[src/rtl/rat_int_sequencer_if.sv]
// Bus between the RAT instruction-cycle sequencer and its surroundings:
// opcode/IRQ/mask inputs and the phase, interrupt and flag-shadow outputs.
interface rat_int_sequencer_if #(
  parameter int N_IRQ = 4,
  parameter int VEC_W = 10
);
  logic [4:0]       OPCODE_HI_5;
  logic [1:0]       OPCODE_LOW_2;
  logic [N_IRQ-1:0] IRQ;
  logic             MASK_WE;
  logic [N_IRQ-1:0] MASK_IN;

  logic             FETCH_EN;
  logic             EXEC_EN;
  logic             INTR_EN;
  logic             RST;
  logic             I_FLAG;
  logic [N_IRQ-1:0] INT_ACK;
  logic [VEC_W-1:0] INT_VECTOR;
  logic             FLG_SHAD_LD;
  logic             FLG_SHAD_RESTORE;
  logic [N_IRQ-1:0] PENDING;

  modport master (
    output OPCODE_HI_5, OPCODE_LOW_2, IRQ, MASK_WE, MASK_IN,
    input  FETCH_EN, EXEC_EN, INTR_EN, RST, I_FLAG, INT_ACK, INT_VECTOR,
           FLG_SHAD_LD, FLG_SHAD_RESTORE, PENDING
  );

  modport slave (
    input  OPCODE_HI_5, OPCODE_LOW_2, IRQ, MASK_WE, MASK_IN,
    output FETCH_EN, EXEC_EN, INTR_EN, RST, I_FLAG, INT_ACK, INT_VECTOR,
           FLG_SHAD_LD, FLG_SHAD_RESTORE, PENDING
  );
endinterface

[src/rtl/rat_int_sequencer.sv]
// RAT instruction-cycle sequencer (INIT/FETCH/EXEC/INTR) with N_IRQ prioritised, maskable IRQs.
// Optional macro IRQ_SYNC_EN: adds a 2-flop synchroniser per IRQ ahead of edge detection.

module rat_int_sequencer_chan (
  input  logic i_clk,
  input  logic i_rst,
  input  logic i_irq,
  input  logic i_clr,
  output logic o_pend
);
  logic w_lvl;
  logic w_rise;
  logic r_prev;
  logic r_pend;

`ifdef IRQ_SYNC_EN
  logic [1:0] r_sync;
  always_ff @(posedge i_clk or posedge i_rst) begin
    if (i_rst) r_sync <= '0;
    else       r_sync <= {r_sync[0], i_irq};
  end
  assign w_lvl = r_sync[1];
`else
  assign w_lvl = i_irq;
`endif

  assign w_rise = w_lvl & ~r_prev;

  // A fresh edge on the ack cycle beats the clear, so the request is not lost.
  always_ff @(posedge i_clk or posedge i_rst) begin
    if (i_rst) begin
      r_prev <= 1'b0;
      r_pend <= 1'b0;
    end else begin
      r_prev <= w_lvl;
      r_pend <= (r_pend & ~i_clr) | w_rise;
    end
  end

  assign o_pend = r_pend;
endmodule

module rat_int_sequencer #(
  parameter int               N_IRQ     = 4,
  parameter int               VEC_W     = 10,
  parameter logic [VEC_W-1:0] VEC_BASE  = VEC_W'(10'h3FF),
  parameter logic [6:0]       OP_SEI    = 7'b0110100,
  parameter logic [6:0]       OP_CLI    = 7'b0110101,
  parameter logic [6:0]       OP_RETID  = 7'b0110110,
  parameter logic [6:0]       OP_RETIE  = 7'b0110111
) (
  input logic                CLK,
  input logic                RESET,
  rat_int_sequencer_if.slave bus
);
  localparam int IDX_W = (N_IRQ > 1) ? $clog2(N_IRQ) : 1;

  typedef enum logic [1:0] {S_INIT, S_FETCH, S_EXEC, S_INTR} state_t;

  state_t           r_state;
  state_t           w_next;
  logic             r_iflag;
  logic [N_IRQ-1:0] r_mask;
  logic [N_IRQ-1:0] w_pend;
  logic [N_IRQ-1:0] w_elig;
  logic [N_IRQ-1:0] w_sel_oh;
  logic [IDX_W-1:0] w_sel_idx;
  logic             w_sel_vld;
  logic [N_IRQ-1:0] w_clr;
  logic [6:0]       w_opcode;
  logic             w_take;

  assign w_opcode = {bus.OPCODE_HI_5, bus.OPCODE_LOW_2};

  for (genvar g = 0; g < N_IRQ; g++) begin : g_chan
    rat_int_sequencer_chan u_chan (
      .i_clk  (CLK),
      .i_rst  (RESET),
      .i_irq  (bus.IRQ[g]),
      .i_clr  (w_clr[g]),
      .o_pend (w_pend[g])
    );
  end

  assign w_elig = w_pend & r_mask;
  assign w_take = (|w_elig) & r_iflag;

  // Scan high-to-low so the lowest eligible index is the one that sticks.
  always_comb begin
    w_sel_oh  = '0;
    w_sel_idx = '0;
    w_sel_vld = 1'b0;
    for (int i = N_IRQ - 1; i >= 0; i--) begin
      if (w_elig[i]) begin
        w_sel_oh    = '0;
        w_sel_oh[i] = 1'b1;
        w_sel_idx   = IDX_W'(i);
        w_sel_vld   = 1'b1;
      end
    end
  end

  always_ff @(posedge CLK or posedge RESET) begin
    if (RESET) r_state <= S_INIT;
    else       r_state <= w_next;
  end

  always_comb begin
    w_next = S_INIT;
    case (r_state)
      S_INIT:  w_next = S_FETCH;
      S_FETCH: w_next = S_EXEC;
      S_EXEC:  w_next = w_take ? S_INTR : S_FETCH;
      S_INTR:  w_next = S_FETCH;
      default: w_next = S_INIT;
    endcase
  end

  always_comb begin
    bus.FETCH_EN         = 1'b0;
    bus.EXEC_EN          = 1'b0;
    bus.INTR_EN          = 1'b0;
    bus.RST              = 1'b0;
    bus.INT_ACK          = '0;
    bus.INT_VECTOR       = '0;
    bus.FLG_SHAD_LD      = 1'b0;
    bus.FLG_SHAD_RESTORE = 1'b0;
    w_clr                = '0;
    case (r_state)
      S_INIT:  bus.RST = 1'b1;
      S_FETCH: bus.FETCH_EN = 1'b1;
      S_EXEC: begin
        bus.EXEC_EN          = 1'b1;
        bus.FLG_SHAD_RESTORE = (w_opcode == OP_RETID) || (w_opcode == OP_RETIE);
      end
      S_INTR: begin
        bus.INTR_EN     = 1'b1;
        bus.FLG_SHAD_LD = 1'b1;
        bus.INT_ACK     = w_sel_oh;
        w_clr           = w_sel_oh;
        if (w_sel_vld) bus.INT_VECTOR = VEC_BASE - VEC_W'(w_sel_idx);
      end
      default: bus.RST = 1'b0;
    endcase
  end

  // Decision in EXEC sees the old flag; the opcode's effect lands on this edge.
  always_ff @(posedge CLK or posedge RESET) begin
    if (RESET) begin
      r_iflag <= 1'b0;
    end else begin
      case (r_state)
        S_EXEC: begin
          if (w_opcode == OP_SEI || w_opcode == OP_RETIE)      r_iflag <= 1'b1;
          else if (w_opcode == OP_CLI || w_opcode == OP_RETID) r_iflag <= 1'b0;
        end
        S_INTR:  r_iflag <= 1'b0;
        default: r_iflag <= r_iflag;
      endcase
    end
  end

  always_ff @(posedge CLK or posedge RESET) begin
    if (RESET)            r_mask <= '1;
    else if (bus.MASK_WE) r_mask <= bus.MASK_IN;
  end

  assign bus.I_FLAG  = r_iflag;
  assign bus.PENDING = w_pend;
endmodule

[src/flat_wrapper.sv]
// flat-port wrapper written by rule: the top's interface ports become plain ports
module rat_int_sequencer_flat 
#(
  parameter int               N_IRQ     = 4,
  parameter int               VEC_W     = 10,
  parameter logic [VEC_W-1:0] VEC_BASE  = VEC_W'(10'h3FF),
  parameter logic [6:0]       OP_SEI    = 7'b0110100,
  parameter logic [6:0]       OP_CLI    = 7'b0110101,
  parameter logic [6:0]       OP_RETID  = 7'b0110110,
  parameter logic [6:0]       OP_RETIE  = 7'b0110111
)
  (CLK, RESET, bus_OPCODE_HI_5, bus_OPCODE_LOW_2, bus_IRQ, bus_MASK_WE, bus_MASK_IN, bus_FETCH_EN, bus_EXEC_EN, bus_INTR_EN, bus_RST, bus_I_FLAG, bus_INT_ACK, bus_INT_VECTOR, bus_FLG_SHAD_LD, bus_FLG_SHAD_RESTORE, bus_PENDING);
  rat_int_sequencer_if #(.N_IRQ(N_IRQ), .VEC_W(VEC_W)) bus_i ();
  input logic CLK;
  input logic RESET;
  input wire logic [$bits(bus_i.OPCODE_HI_5)-1:0] bus_OPCODE_HI_5;
  input wire logic [$bits(bus_i.OPCODE_LOW_2)-1:0] bus_OPCODE_LOW_2;
  input wire logic [$bits(bus_i.IRQ)-1:0] bus_IRQ;
  input wire logic [$bits(bus_i.MASK_WE)-1:0] bus_MASK_WE;
  input wire logic [$bits(bus_i.MASK_IN)-1:0] bus_MASK_IN;
  output wire logic [$bits(bus_i.FETCH_EN)-1:0] bus_FETCH_EN;
  output wire logic [$bits(bus_i.EXEC_EN)-1:0] bus_EXEC_EN;
  output wire logic [$bits(bus_i.INTR_EN)-1:0] bus_INTR_EN;
  output wire logic [$bits(bus_i.RST)-1:0] bus_RST;
  output wire logic [$bits(bus_i.I_FLAG)-1:0] bus_I_FLAG;
  output wire logic [$bits(bus_i.INT_ACK)-1:0] bus_INT_ACK;
  output wire logic [$bits(bus_i.INT_VECTOR)-1:0] bus_INT_VECTOR;
  output wire logic [$bits(bus_i.FLG_SHAD_LD)-1:0] bus_FLG_SHAD_LD;
  output wire logic [$bits(bus_i.FLG_SHAD_RESTORE)-1:0] bus_FLG_SHAD_RESTORE;
  output wire logic [$bits(bus_i.PENDING)-1:0] bus_PENDING;
  assign bus_i.OPCODE_HI_5 = bus_OPCODE_HI_5;
  assign bus_i.OPCODE_LOW_2 = bus_OPCODE_LOW_2;
  assign bus_i.IRQ = bus_IRQ;
  assign bus_i.MASK_WE = bus_MASK_WE;
  assign bus_i.MASK_IN = bus_MASK_IN;
  assign bus_FETCH_EN = bus_i.FETCH_EN;
  assign bus_EXEC_EN = bus_i.EXEC_EN;
  assign bus_INTR_EN = bus_i.INTR_EN;
  assign bus_RST = bus_i.RST;
  assign bus_I_FLAG = bus_i.I_FLAG;
  assign bus_INT_ACK = bus_i.INT_ACK;
  assign bus_INT_VECTOR = bus_i.INT_VECTOR;
  assign bus_FLG_SHAD_LD = bus_i.FLG_SHAD_LD;
  assign bus_FLG_SHAD_RESTORE = bus_i.FLG_SHAD_RESTORE;
  assign bus_PENDING = bus_i.PENDING;
  rat_int_sequencer #(.N_IRQ(N_IRQ), .VEC_W(VEC_W), .VEC_BASE(VEC_BASE), .OP_SEI(OP_SEI), .OP_CLI(OP_CLI), .OP_RETID(OP_RETID), .OP_RETIE(OP_RETIE)) u_core (.CLK(CLK), .RESET(RESET), .bus(bus_i));
endmodule
[config.mk]
export PLATFORM = sky130hd
export DESIGN_NAME = rat_int_sequencer_flat
export DESIGN_NICKNAME = d
export VERILOG_FILES = /design/src/rtl/rat_int_sequencer_if.sv /design/src/rtl/rat_int_sequencer.sv /design/src/flat_wrapper.sv
export SDC_FILE = /design/constraint.sdc
export NUM_CORES = 1
export LEC_CHECK = 0
export CORE_MARGIN = 4
export CORE_UTILIZATION = 50
export DETAILED_ROUTE_END_ITERATION = 10
export DONT_BUFFER_PORTS = 1
export PLACE_DENSITY_LB_ADDON = 0.12
export SLEW_MARGIN = 40
export SYNTH_ARGS = -nofsm -noshare
export SYNTH_HDL_FRONTEND = slang
export SYNTH_SLANG_ARGS = --single-unit
[constraint.sdc]
create_clock -name CLK -period 1.9 [get_ports CLK]
set_clock_uncertainty 0.15 [all_clocks]
set_input_delay 0.19 -clock CLK [delete_from_list [all_inputs] [get_ports CLK]]
set_output_delay 0.19 -clock CLK [all_outputs]
set_load 0.02 [all_outputs]
==> flow_metrics.tcl, run 1 <==
set metrics [dict create \
    cts.sinks 15 \
    clock_path_buffers 2 \
    start_kind "flip-flop" \
    hold_end "u_core.bus.I_FLAG" \
    initial_core_util_pct 55.2 \
    synth_area_um2 861 \
    dr.pass1.iters 4 \
    htree_num_levels 1 \
    drv_cap 0 \
    grt-ovfl-total 0 \
    hold_depth 3 \
    hold_path_class "input pin to flip-flop" \
    route.vias.total 572 \
    cts_tree "done" \
    final_layout_size_suffix_gt1_share_pct 30.2 \
    syn_inst 86 \
    n_antenna_cell 0 \
    setup_viol 0 \
    final_common_cell "dlygate4sd3_1" \
    clk-insertion-delay-late_ps 280 \
    fmax_mhz 545 \
    relSlewSlack_pct 63.6 \
    cp_max_fo 8 \
    antenna_left 0 \
    crit_buf_inv 1 \
    path_class "flip-flop to output pin" \
    cellLeakagePower_nw 0.504 \
    status "finished, final reports clean" \
    place.gp.congestion 0.723 \
    cp_slowest_cell "dfrtp_1" \
    worst_pin_slew_ps 545 \
    period_minus_slack_ps 1830 \
    grt_use_total_pct 13.3 \
    synth_top_cell_area_share_pct 32.0 \
    peakVddDrop_uv 863 \
    worstPathArrival_ps 1490 \
    critPathCaptureType "output pin" \
    synth_warnings 0 \
    maxSlewViolCount 0 \
    numCtsBuffers 3 \
    setup_ws_ps 65.8 \
    ys_ff_latch 15 \
    nets 120 \
    num_rows 14 \
    syn_area_per_cell_um2 10.0 \
    fp.dieH_um 49.5 \
    core_mm2 0.00156 \
    crit_path_cell_trace "a22oi_2 > and3_4 > nor2_4 > buf_12" \
    stdcell_count 112 \
    max_stage_delay_ps 500 \
    dp_cells 95 \
    dp_hpwl_mm 1.17 \
    finalWirelength_mm 1.62 \
    antenna_found_initial 0 \
    hold_start "bus_OPCODE_LOW_2[0]" \
    cts_root_buf "clkbuf_4" \
    multi_input_area_um2 339 \
    powerDensity_mw_per_mm2 1430 \
    syn2layout_area_growth_pct 20.1 \
    fin_tns_setup_ps 0 \
    period_share_pct 96.5 \
    post-place-ws_ps 278 \
    regArea_um2 382 \
    fillers 130 \
    numPortBuffers 0 \
    rsz0062_at_grt "false" \
    ys_types 26 \
    r2r_end "u_core.bus.I_FLAG" \
    cts_setup_buffers 0 \
    die_area_mm2 0.00245 \
    postPlaceCellArea_um2 851 \
    io_pins 43 \
    synth_area_leaders "dfrtp_1 32%, buf_4 14%, dfstp_2 12%" \
    r2r_setup_slack_ps 290 \
    cp.required_ps 1560 \
    grt_pass1_wl_mm 2.48 \
    yosysSeqAreaShare_pct 44.2 \
    post_drt_via_cell_ratio 5.11 \
    first_global_vias 569 \
    final_cell_area_mm2 0.00103 \
    clk_pin_slew_ps 80 \
    grt_max_degree 16 \
    final_hold_viol_count 0 \
    reg2regPathDepth 5 \
    drt_iter0_drc 12 \
    rr_startpoint "u_core.r_state[0]" \
    synth_nets 109 \
    yosys.area.top_type "dfrtp_1" \
    die_w_um 49.5 \
    wire_per_inst_um 14.4 \
    final_cell_mix "13 x dlygate4sd3_1, 12 x inv_1, 10 x dfrtp_1" \
    drcViolationCount 0 \
    path_delay_family "flip-flops" \
]
## sequential cells by signal, summed over array words and instances, names as in the netlist
signal	cells
u_core.r_mask	4
u_core.r_state	2
u_core.g_chan.u_chan.o_pend	4
u_core.g_chan.u_chan.r_prev	4
u_core.bus.I_FLAG	1
## worst max path at each step
stage	from	endpoint	cells after the start
6_report	u_core.g_chan[1].u_chan.o_pend	bus_INT_VECTOR[3]	4
3_5_place_dp	u_core.r_state[0]	bus_INT_VECTOR[0]	4
5_1_grt	u_core.g_chan[1].u_chan.o_pend	bus_INT_VECTOR[4]	4
3_3_place_gp	u_core.r_state[0]	bus_INT_VECTOR[0]	4
2_1_floorplan	u_core.r_state[0]	bus_INT_VECTOR[3]	5
4_1_cts	u_core.g_chan[1].u_chan.o_pend	bus_INT_VECTOR[3]	4
## timing repair
item	4_1_cts	5_1_grt
setup endpoints to repair	9	9
cloned	0	0
hold buffers	13	0
gates resized for setup	3	3
hold endpoints to repair	23	0
## through the flow
stage / power [mW] / util, % / hold slack (ps)
6_report: 1.48 / 66.3 / 21.6
5_1_grt: 1.56 / 66.3 / 46.3
4_1_cts: 1.46 / 65.0 / 17.1
3_5_place_dp: 1.24 / 54.6 / 11.7
3_3_place_gp: 1.23 / 54.6 / 7.25
2_1_floorplan: 1.22 / - / -61.4
## worst register-to-register path, cell delays in order (launching register included)
cell,delay [ps]
dfrtp_1,450
inv_1,110
ha_1,170
nand2b_1,100
or4_1,510
nand2_1,70
## power by group
| part | internal [mW] | leakage (nW) | switching (mW) |
|---|---|---|---|
| Combinational | 0.287 | 0.325 | 0.480 |
| Sequential | 0.398 | 0.164 | 0.133 |
| Clock | 0.0815 | 0.0150 | 0.0950 |
| Total | 0.766 | 0.504 | 0.709 |
## kinds of logic after synthesis
kind of cell             Yosys count  share of synthesized area, %
AO/OA/AOI/OAI                     11                          8.72
multiplexers                       4                          5.23
XOR/XNOR                           1                          3.20
adder cells (fa/ha/maj)            5                          7.27
AND/OR/NAND/NOR                   20                          11.2
buffers and inverters             30                          20.2
flip-flops                        15                          44.2
## routing by layer
| layer | routed length (um) | vias to the layer above | track usage (%) |
|---|---|---|---|
| met4 | 0 | 0 | 2.76 |
| met5 | 0 | - | 0 |
| li1 | - | 287 | - |
| met1 | 636 | 264 | 16.1 |
| met3 | 156 | 0 | 6.93 |
| met2 | 825 | 21 | 21.2 |
## final cells by class
type	instances	area share (%)
Multi-Input combinational cell	41	32.8
Tap cell	16	1.94
Sequential cell	15	36.9
Inverter	13	4.72
Clock buffer	4	2.54
Timing Repair Buffer	23	21.1
## cells in the mapped netlist
cell	number
inv_1	12
dfrtp_1	11
and3_1	1
or4_1	1
buf_4	16
buf_2	1
nand4_1	2
a22o_1	2
xor2_4	1
inv_2	1
a41o_1	1
nand4b_1	1
nor2_1	4
dfstp_2	4
nor3_1	1
o221ai_1	1
a21oi_1	2
nand3_1	1
o21ai_0	2
a22oi_1	1
nand2b_1	1
nand2_1	8
o21ai_1	1
ha_1	5
o22ai_1	1
mux2_2	4
(Power assumes the default switching activity.)
==> inputs of run 2 (changes only) <==
--- a/config.mk
+++ b/config.mk
@@ -14,3 +14,4 @@
 export SYNTH_ARGS = -nofsm -noshare
 export SYNTH_HDL_FRONTEND = slang
 export SYNTH_SLANG_ARGS = --single-unit
+export TNS_END_PERCENT = 30
==> results of run 2 <==
Final layout, timing and power as in run 1 (identical DEF).
